$ cat config.mk
export PLATFORM = sky130hd
export DESIGN_NAME = shot_manager
export DESIGN_NICKNAME = d
export VERILOG_FILES = /design/src/rtl/shot_manager.sv
export SDC_FILE = /design/constraint.sdc
export NUM_CORES = 1
export LEC_CHECK = 0
export CAP_MARGIN = 5
export CELL_PAD_IN_SITES_DETAIL_PLACEMENT = 0
export CELL_PAD_IN_SITES_GLOBAL_PLACEMENT = 1
export CORE_MARGIN = 2
export CORE_UTILIZATION = 30
export DETAILED_ROUTE_END_ITERATION = 12
export PLACE_DENSITY = 0.7
export SYNTH_ARGS = -nofsm -noshare
export SYNTH_HDL_FRONTEND = slang
export SYNTH_SLANG_ARGS = --single-unit
$ cat constraint.sdc
create_clock -name clk -period 6.24 [get_ports clk]
set_input_delay 1.248 -clock clk [delete_from_list [all_inputs] [get_ports clk]]
set_output_delay 1.248 -clock clk [all_outputs]
set_load 0.01 [all_outputs]
$ cat src/rtl/shot_manager.sv
// shot_manager: owns the shot entity table that feeds the collision controller.
// Spawns a shot from the ship position/heading on fire, advances every active
// shot once per frame tick (one slot per cycle), and clears slots on delete.
//
// Ports:
//   clk           system clock
//   reset         synchronous, active-high reset
//   fire          fire request, sampled each cycle
//   tick          one-cycle frame-advance strobe
//   ship          ship entity word
//   delete_shot   delete request from collision controller
//   shot_address  slot index to delete (ignored when >= MAX_SHOTS)
//   shots         registered shot table, slot i at shots[i]
//   fire_ack      one-cycle pulse: shot spawned
//   busy          high while the table is being advanced
//   shot_count    number of active slots (lags the table by one cycle)
//
// Optional feature macro: SHOT_LIFETIME_EN (per-slot lifetime auto-expiry).
module shot_manager #(
  parameter int unsigned MAX_SHOTS     = 3,
  parameter int unsigned ENTITY_SIZE   = 34,
  parameter int unsigned SHOT_SPEED    = 4,
  parameter int unsigned COOLDOWN      = 8,
  parameter int unsigned SHOT_LIFETIME = 60
) (
  input  logic                                    clk,
  input  logic                                    reset,
  input  logic                                    fire,
  input  logic                                    tick,
  input  logic [ENTITY_SIZE-1:0]                  ship,
  input  logic                                    delete_shot,
  input  logic [9:0]                              shot_address,
  output logic [MAX_SHOTS-1:0][ENTITY_SIZE-1:0]   shots,
  output logic                                    fire_ack,
  output logic                                    busy,
  output logic [9:0]                              shot_count
);

  localparam int unsigned ACT  = ENTITY_SIZE - 1;
  localparam int unsigned CD_W = 16;
  localparam logic [9:0]  SPD  = 10'(SHOT_SPEED);

  typedef enum logic [1:0] {S_IDLE, S_SPAWN, S_MOVE} state_t;

  state_t                               r_state, w_next;
  logic [9:0]                           r_idx, w_idx_next;
  logic                                 r_pending, w_pending_next;
  logic [CD_W-1:0]                      r_cd;
  logic [MAX_SHOTS-1:0][ENTITY_SIZE-1:0] r_shots;
  logic                                 r_fire_ack, r_busy;
  logic [9:0]                           r_count, w_count;
  logic                                 w_found;
  logic [9:0]                           w_sel;
  logic [ENTITY_SIZE-1:0]               w_spawn;
  logic                                 w_spawn_ok;

`ifdef SHOT_LIFETIME_EN
  localparam int unsigned LW = 16;
  logic [LW-1:0] r_life [MAX_SHOTS];
  logic          w_unused_ship;
  assign w_unused_ship = ^{ship[ENTITY_SIZE-1:26], ship[5:3]};
`else
  logic          w_unused_ship;
  assign w_unused_ship = ^{ship[ENTITY_SIZE-1:26], ship[5:3], 32'(SHOT_LIFETIME)};
`endif

  assign shots      = r_shots;
  assign fire_ack   = r_fire_ack;
  assign busy       = r_busy;
  assign shot_count = r_count;

  // Spawned word keeps only position and heading from the ship.
  assign w_spawn    = ENTITY_SIZE'({1'b1, 7'b0, ship[25:16], ship[15:6], 3'b0, ship[2:0]});
  assign w_spawn_ok = (r_state == S_SPAWN) && w_found;

  // One step of a shot along its heading; 10-bit arithmetic wraps modulo 1024.
  function automatic logic [ENTITY_SIZE-1:0] f_move(input logic [ENTITY_SIZE-1:0] e);
    logic [9:0] x, y;
    x = e[15:6];
    y = e[25:16];
    case (e[2:0])
      3'd0: y = y - SPD;
      3'd1: begin x = x + SPD; y = y - SPD; end
      3'd2: x = x + SPD;
      3'd3: begin x = x + SPD; y = y + SPD; end
      3'd4: y = y + SPD;
      3'd5: begin x = x - SPD; y = y + SPD; end
      3'd6: x = x - SPD;
      default: begin x = x - SPD; y = y - SPD; end
    endcase
    f_move        = e;
    f_move[15:6]  = x;
    f_move[25:16] = y;
  endfunction

  // Lowest-index free slot.
  always_comb begin
    w_found = 1'b0;
    w_sel   = '0;
    for (int i = int'(MAX_SHOTS) - 1; i >= 0; i--) begin
      if (!r_shots[i][ACT]) begin
        w_found = 1'b1;
        w_sel   = 10'(i);
      end
    end
  end

  // Active-slot popcount.
  always_comb begin
    w_count = '0;
    for (int i = 0; i < int'(MAX_SHOTS); i++) begin
      w_count = w_count + 10'(r_shots[i][ACT]);
    end
  end

  // State register and control registers.
  always_ff @(posedge clk) begin
    if (reset) begin
      r_state    <= S_IDLE;
      r_idx      <= '0;
      r_pending  <= 1'b0;
      r_cd       <= '0;
      r_fire_ack <= 1'b0;
      r_busy     <= 1'b0;
      r_count    <= '0;
    end else begin
      r_state    <= w_next;
      r_idx      <= w_idx_next;
      r_pending  <= w_pending_next;
      r_fire_ack <= w_spawn_ok;
      r_busy     <= (w_next == S_MOVE);
      r_count    <= w_count;
      if (w_spawn_ok)       r_cd <= CD_W'(COOLDOWN);
      else if (r_cd != '0)  r_cd <= r_cd - CD_W'(1);
    end
  end

  // Next-state logic; tick wins over fire in IDLE, a coincident fire is pended.
  always_comb begin
    w_next         = r_state;
    w_idx_next     = r_idx;
    w_pending_next = r_pending;
    case (r_state)
      S_IDLE: begin
        if (tick) begin
          w_next     = S_MOVE;
          w_idx_next = '0;
          if (fire) w_pending_next = 1'b1;
        end else if ((fire || r_pending) && (r_cd == '0)) begin
          w_next = S_SPAWN;
        end
      end
      S_SPAWN: begin
        w_pending_next = 1'b0;
        w_next         = S_IDLE;
      end
      S_MOVE: begin
        if (fire && (r_cd == '0)) w_pending_next = 1'b1;
        if (r_idx == 10'(MAX_SHOTS - 1)) w_next = S_IDLE;
        else                             w_idx_next = r_idx + 10'd1;
      end
      default: w_next = S_IDLE;
    endcase
  end

  // Shot table: move, then delete overrides move, then spawn overrides delete.
  always_ff @(posedge clk) begin
    if (reset) begin
      r_shots <= '0;
`ifdef SHOT_LIFETIME_EN
      for (int i = 0; i < int'(MAX_SHOTS); i++) r_life[i] <= '0;
`endif
    end else begin
      for (int i = 0; i < int'(MAX_SHOTS); i++) begin
        if ((r_state == S_MOVE) && (r_idx == 10'(i)) && r_shots[i][ACT]) begin
`ifdef SHOT_LIFETIME_EN
          // Expire instead of moving when this is the last lifetime step.
          if (r_life[i] <= LW'(1)) begin
            r_shots[i] <= '0;
            r_life[i]  <= '0;
          end else begin
            r_shots[i] <= f_move(r_shots[i]);
            r_life[i]  <= r_life[i] - LW'(1);
          end
`else
          r_shots[i] <= f_move(r_shots[i]);
`endif
        end
        if (delete_shot && (shot_address == 10'(i))) begin
          r_shots[i] <= '0;
`ifdef SHOT_LIFETIME_EN
          r_life[i]  <= '0;
`endif
        end
        if (w_spawn_ok && (w_sel == 10'(i))) begin
          r_shots[i] <= w_spawn;
`ifdef SHOT_LIFETIME_EN
          r_life[i]  <= LW'(SHOT_LIFETIME);
`endif
        end
      end
    end
  end

endmodule

==> results of run 1 <==
-- worst max-delay path by stage --
stage | cells after the start | slack (ns) | to | from
3_5_place_dp | 6 | 2.22 | shots[88] | shot_address[7]
4_1_cts | 6 | 2.58 | shots[88] | shot_address[7]
5_1_grt | 6 | 2.34 | shots[88] | shot_address[7]
2_1_floorplan | 7 | 3.34 | shots[81] | shot_address[7]
6_report | 6 | 2.60 | shots[88] | shot_address[7]
3_3_place_gp | 6 | 2.26 | shots[88] | shot_address[7]
-- cell usage in the layout, fill, tap and decap left out, types with 18 or more instances in the layout --
cell	n
nand2_1	46
o21ai_0	33
ha_1	39
xor2_1	40
dfxtp_1	105
inv_1	20
a21oi_1	39
nor2_1	94
xnor2_1	18
clkdlybuf4s50_1	112
a22oi_1	32
a211oi_1	20
conb_1	38
-- metrics by stage --
| step | setup WS (ns) | hold WS [ns] | total power, mW | instance area [um2] | utilization [%] |
|---|---|---|---|---|---|
| 6_report | 2.60 | 0.487 | 1.83 | 8350 | 38.0 |
| 4_1_cts | 2.58 | 0.486 | 1.85 | 8350 | 38.0 |
| 5_1_grt | 2.34 | 0.510 | 1.93 | 8350 | 38.0 |
| 3_5_place_dp | 2.22 | 0.476 | 1.17 | 8010 | 36.5 |
| 3_3_place_gp | 2.26 | 0.463 | 1.17 | 8010 | 36.5 |
| 2_1_floorplan | 3.34 | 0.449 | 1.07 | 6900 | - |
-- kinds of logic after synthesis --
kind of cell | after synthesis | share of synthesized area (%)
muxes | 5 | 0.796
xor gates and xnor gates | 58 | 7.51
DFF | 105 | 31.1
other | 1 | 0.0555
buffers and inverters | 97 | 7.64
and+or+nand+nor | 269 | 20.5
AOI/OAI and AO/OA | 228 | 23.4
adders and majority gates | 45 | 8.99
-- flip-flops by register name (all words and copies together), names as in the netlist --
| register | cells |
|---|---|
| r_pending | 1 |
| busy | 1 |
| shot_count | 2 |
| r_cd | 16 |
| shots | 72 |
| r_state | 2 |
| fire_ack | 1 |
| r_idx | 10 |
-- area by class of cell --
type                       instances  share of cell area [%]
tap                              280                    4.19
multi-input combinational        643                    51.4
clock buffer                      10                    2.74
sequential                       105                    25.2
timing repair buffer             121                    14.2
clock inverter                     6                    1.38
inverter                          20                   0.899
-- critical path, delay by kind of cell --
kind / cells / cell delay, ns
and+or+nand+nor: 3 / 1.77
AOI/OAI and AO/OA: 2 / 0.42
buffers and inverters: 1 / 0.40
-- per-layer routing --
layer	track usage [%]	up-vias	share of wire [%]
met5	0	-	0
met4	6.41	0	2.4
met3	2.45	29	5.4
met2	27.1	186	45
met1	23.7	2986	47
li1	-	3104	-
-- where the power goes --
part	total (mW)	internal [mW]	switching [mW]	leakage (nW)
combinational	0.399	0.167	0.231	2.14
sequential	0.760	0.714	0.0464	0.849
clock	0.674	0.395	0.278	0.163
total	1.83	1.28	0.556	3.16
==> summary.md, run 1 <==
| Metric | Value |
|---|---|
| Status | completed |
| DRC errors left | 0 |
| Area occupied by multi-input gates | 4290 um2 |
| DRT Wirelength | 20.6 mm |
| Root buf cell | clkbuf_16 |
| Gr usage total | 17.1% |
| Critical path class | in2reg |
| Final Critical Period | 3.64 ns |
| Crit-path cells | clkdlybuf4s50_1, nor4_1, nand4_1, and2_1, a32oi_1, a211oi_1 |
| Post-synth top area share | 31.1% |
| Clock Sinks | 105 |
| Core Box Area | 22,000 um2 |
| Drt via density | 5.32 |
| Row cnt | 54 |
| Synth cell count leaders | dfxtp_1 (105), nor2_1 (94), nand2_1 (46) |
| Cell taking the most area after synthesis | dfxtp_1 |
| Leak | 3.16 nW |
| Global-route wire length before repair | 32.4 mm |
| Clock tree buffer depth | 2 |
| Synth Flop Type | dfxtp_1 |
| GRT overflow | 0 |
| FF-to-FF path depth | 8 |
| Final Setup Violations | 0 |
| PostCTS Resize Cnt | 0 |
| Setup crit start kind | primary input |
| TritonCTS Buffers | 9 |
| CP max stage delay | 0.70 ns |
| Slowest stage cell on the critical path | nor4_1 |
| Die ar. | 23,800 um2 |
| Antenna Cells | 0 |
| Top-count cell post-synth | dfxtp_1 |
| Power Density | 219 nW/um2 |
| Drt pass-1 iters | 5 |
| Setup TNS | 0 ns |
| Starting DRT DRC Count | 371 |
| Mapped Area | 6760 um2 |
| Area delta synth->final | 23.5% |
| Vias in the first global route | 5,839 |
| Count of state elements after synthesis | 105 |
| Register area | 2100 um2 |
| Count of unique library cells instantiated by Yosys | 65 |
| Die H | 154 um |
| HPWL Detailed | 15.0 mm |
| Via count | 6,305 |
| Seq/Total Area, Yosys | 31.1% |
| Synth warnings | 0 |
| H-tree Lvls | 3 |
| Worst skew pair latency | 0.36 ns |
| DRT antenna net count | 0 |
| Reg2reg end | shots[15] |
| Critical Path End Type | flip-flop |
| Crit path DAT | 3.85 ns |
| Cells after Synth | 808 |
| Starting Density | 30.8% |
| Hold wc startpoint | r_cd[9] |
| # Post-CTS Setup Buffers | 0 |
| Least-Margin Pin Slew | 1.05 ns |
| Clock Pin Slew Worst Setup and Hold Paths | 0.08 ns |
| Top cells by area, synth | dfxtp_1 (31%), ha_1 (7.2%), nor2_1 (5.2%) |
| Port bufs | 113 |
| Slew HR | 29.2% |
| Nets | 994 |
| Hold depth | 2 |
| Initial antenna violation count | 0 |
| GP Congestion | 0.851 |
| Min-delay worst type | reg2reg |
| CP Data Required Time | 6.45 ns |
| CTS tree | built |
| Period utilization | 58.3% |
| Largest net degree at the start of global routing | 74 |
| Skew final | 0.0111 ns |
| Max-Cap Viols | 0 |
| Final slew viol count | 0 |
| Post-synth EDFFs | 0 |
| FMAX | 275 MHz |
| Fin cells | 1,185 |
| Avg Synthesized Cell Area | 8.37 um2 |
| Worst Hold Path EP | r_cd[9] |
| Ports | 163 |
| Hold buffer count at CTS | 0 |
| CP max FO | 17 |
| R2R Setup Slk | 3.36 ns |
| Fill cells | 2,272 |
| Final hold violations | 0 |
| Layout cells sized above 1 | 4.53% |
| R2r startpoint | shots[1] |
| Cells after DPL | 1,169 |
| Fraction of registers with async set/reset | 0% |
| Maximum vdd ir drop | 0.136 mV |
| Unrepaired setup endpoints after global routing | false |
| Die width | 154 um |
| Drt wl/cell | 17.4 um |
(Power assumes the default switching activity.)
==> run 2: changes to the inputs <==
- PLACE_DENSITY: 0.7 -> 0.72
- clock period: 6.24 -> 2.97 ns (I/O delays scaled with it)
==> summary.md, run 2 (synthesis results as in run 1) <==
| Metric | Value |
|---|---|
| Status | completed (unchanged) |
| Core Box Area | 22,000 um2 (unchanged) |
| Slew HR | 49.9% (was 29.2%) |
| Clock Pin Slew Worst Setup and Hold Paths | 0.07 ns (was 0.08 ns) |
| Setup TNS | 0 ns (unchanged) |
| Die width | 154 um (unchanged) |
| CTS tree | built (unchanged) |
| Die H | 154 um (unchanged) |
| Row cnt | 54 (unchanged) |
| R2r startpoint | shots[1] (unchanged) |
| Nets | 1,017 (was 994) |
| CP Data Required Time | 3.22 ns (was 6.45 ns) |
| Clock tree buffer depth | 2 (unchanged) |
| Antenna Cells | 0 (unchanged) |
| Max FFs per register | 72 (unchanged) |
| Root buf cell | clkbuf_16 (unchanged) |
| Post-DP Area | 8180 um2 (was 8010 um2) |
| Final Setup Violations | 0 (unchanged) |
| Critical Path End Type | flip-flop (unchanged) |
| H-tree Lvls | 3 (unchanged) |
| Die ar. | 23,800 um2 (unchanged) |
| Layout cells sized above 1 | 7.00% (was 4.53%) |
| Area delta synth->final | 26.0% (was 23.5%) |
| Via count | 6,310 (was 6,305) |
| Vias in the first global route | 5,796 (was 5,839) |
| Drt wl/cell | 16.9 um (was 17.4 um) |
| TritonCTS Buffers | 9 (unchanged) |
| Skew final | 0.0145 ns (was 0.0111 ns) |
| FF-to-FF path depth | 8 (unchanged) |
| Post-layout instance area | 8520 um2 (was 8350 um2) |
| Cells after DPL | 1,192 (was 1,169) |
| Unrepaired setup endpoints after global routing | false (unchanged) |
| Final hold slack | 0.485 ns (was 0.487 ns) |
| HPWL Detailed | 15.3 mm (was 15.0 mm) |
| Ports | 163 (unchanged) |
| Critical path class | reg2reg (was in2reg) |
| Worst skew pair latency | 0.36 ns (about the same) |
| R2R Setup Slk | 0.28 ns (was 3.36 ns) |
| Max-Cap Viols | 0 (unchanged) |
| Power Density | 447 nW/um2 (was 219 nW/um2) |
| Largest net degree at the start of global routing | 48 (was 74) |
| CP max FO | 8 (was 17) |
| Least-Margin Pin Slew | 0.751 ns (was 1.05 ns) |
| Drt pass-1 iters | 5 (unchanged) |
| Final hold violations | 0 (unchanged) |
| GP Congestion | 0.838 (was 0.851) |
| Starting Density | 30.8% (unchanged) |
| Gr usage total | 17.0% (was 17.1%) |
| PostCTS Resize Cnt | 0 (unchanged) |
| Setup crit start kind | flip-flop (was primary input) |
| Fin cells | 1,208 (was 1,185) |
| Period utilization | 90.6% |
| Final Critical Period | 2.69 ns |
| Drt via density | 5.22 (was 5.32) |
| DRT antenna net count | 0 (unchanged) |
| # Post-CTS Setup Buffers | 0 (unchanged) |
| Min-delay worst type | reg2reg (unchanged) |
| Most frequent cells in the layout | clkdlybuf4s50_1 (112), dfxtp_1 (105), nor2_1 (94) (unchanged) |
| Hold buffer count at CTS | 0 (unchanged) |
| Maximum vdd ir drop | 0.298 mV (was 0.136 mV) |
| Worst Hold Path EP | r_cd[9] (unchanged) |
| Port bufs | 113 (unchanged) |
| Hold wc startpoint | r_cd[9] (unchanged) |
| Final slew viol count | 0 (unchanged) |
| Initial antenna violation count | 0 (unchanged) |
| Fill cells | 2,241 (was 2,272) |
| Clock Sinks | 105 (unchanged) |
| DRC errors left | 0 (unchanged) |
| Crit path DAT | 2.95 ns (was 3.85 ns) |
| GRT overflow | 0 (unchanged) |
| Total Power | 3.81 mW (was 1.83 mW) |
| DRT Wirelength | 20.4 mm (was 20.6 mm) |
| Leak | 3.27 nW (was 3.16 nW) |
| FMAX | 371 MHz |
| Hold depth | 2 (unchanged) |
| Commonest non-fill, non-tap cell in the layout | clkdlybuf4s50_1 (unchanged) |
| Starting DRT DRC Count | 391 (was 371) |
| Reg2reg end | shots[25] (was shots[15]) |
| Global-route wire length before repair | 32.1 mm (was 32.4 mm) |
run 2: changes by cell type in the layout (fill, tap and decap cells not counted), sizes merged:
cell	delta
bufinv	-1
clkbuf	+1
buf	+23
run 2: where the power goes:
part / total [mW] / internal, mW / switching, mW / leakage, nW
Sequential: 1.60 / 1.50 / 0.0955 / 0.849
Combinational: 0.841 / 0.357 / 0.484 / 2.26
Clock: 1.37 / 0.791 / 0.584 / 0.162
Total: 3.81 / 2.65 / 1.16 / 3.27
run 2: worst max-delay path, cell delays in order, from the launching register on:
cell and delay, ns:
dfxtp_1 0.42, nand2_1 0.07, mux2_2 0.37, ha_1 0.30, a21o_1 0.19, a211o_1 0.30, a2111oi_0 0.58, o211ai_1 0.17
and3b_1 0.18
run 2: worst max-delay path by stage:
stage | cells past startpoint | startpoint | slack, ns | end
floorplan | 8 | shots[0] | 0.41 | shots[15]
CTS | 8 | shots[1] | 0.22 | shots[15]
global route | 7 | shots[69] | 0.06 | shots[83]
finish | 8 | shots[1] | 0.28 | shots[25]
detailed placement | 8 | shots[1] | 0.26 | shots[15]
global placement | 8 | shots[1] | 0.22 | shots[15]
run 2: per-stage QoR:
stage / utilization [%] / setup WS (ns)
2_1_floorplan: - / 0.406
3_3_place_gp: 37.3 / 0.224
3_5_place_dp: 37.3 / 0.259
4_1_cts: 38.8 / 0.224
5_1_grt: 38.8 / 0.0624
6_report: 38.8 / 0.278
run 2: layer usage:
metal	GRT usage, %	share of wire (%)
met4	4.85	1.5
met1	23.2	48
met3	3.66	5.3
met2	27.0	45
met5	0	0
run 2: final cells by class:
type | instances | area [um2] | area share [%]
Clock buffer | 11 | 253 | 2.97
Multi-Input combinational cell | 643 | 4300 | 50.4
Timing Repair Buffer | 144 | 1360 | 15.9
Inverter | 20 | 75.1 | 0.881
Tap cell | 280 | 350 | 4.11
Clock inverter | 5 | 85.1 | 0.999
Sequential cell | 105 | 2100 | 24.7
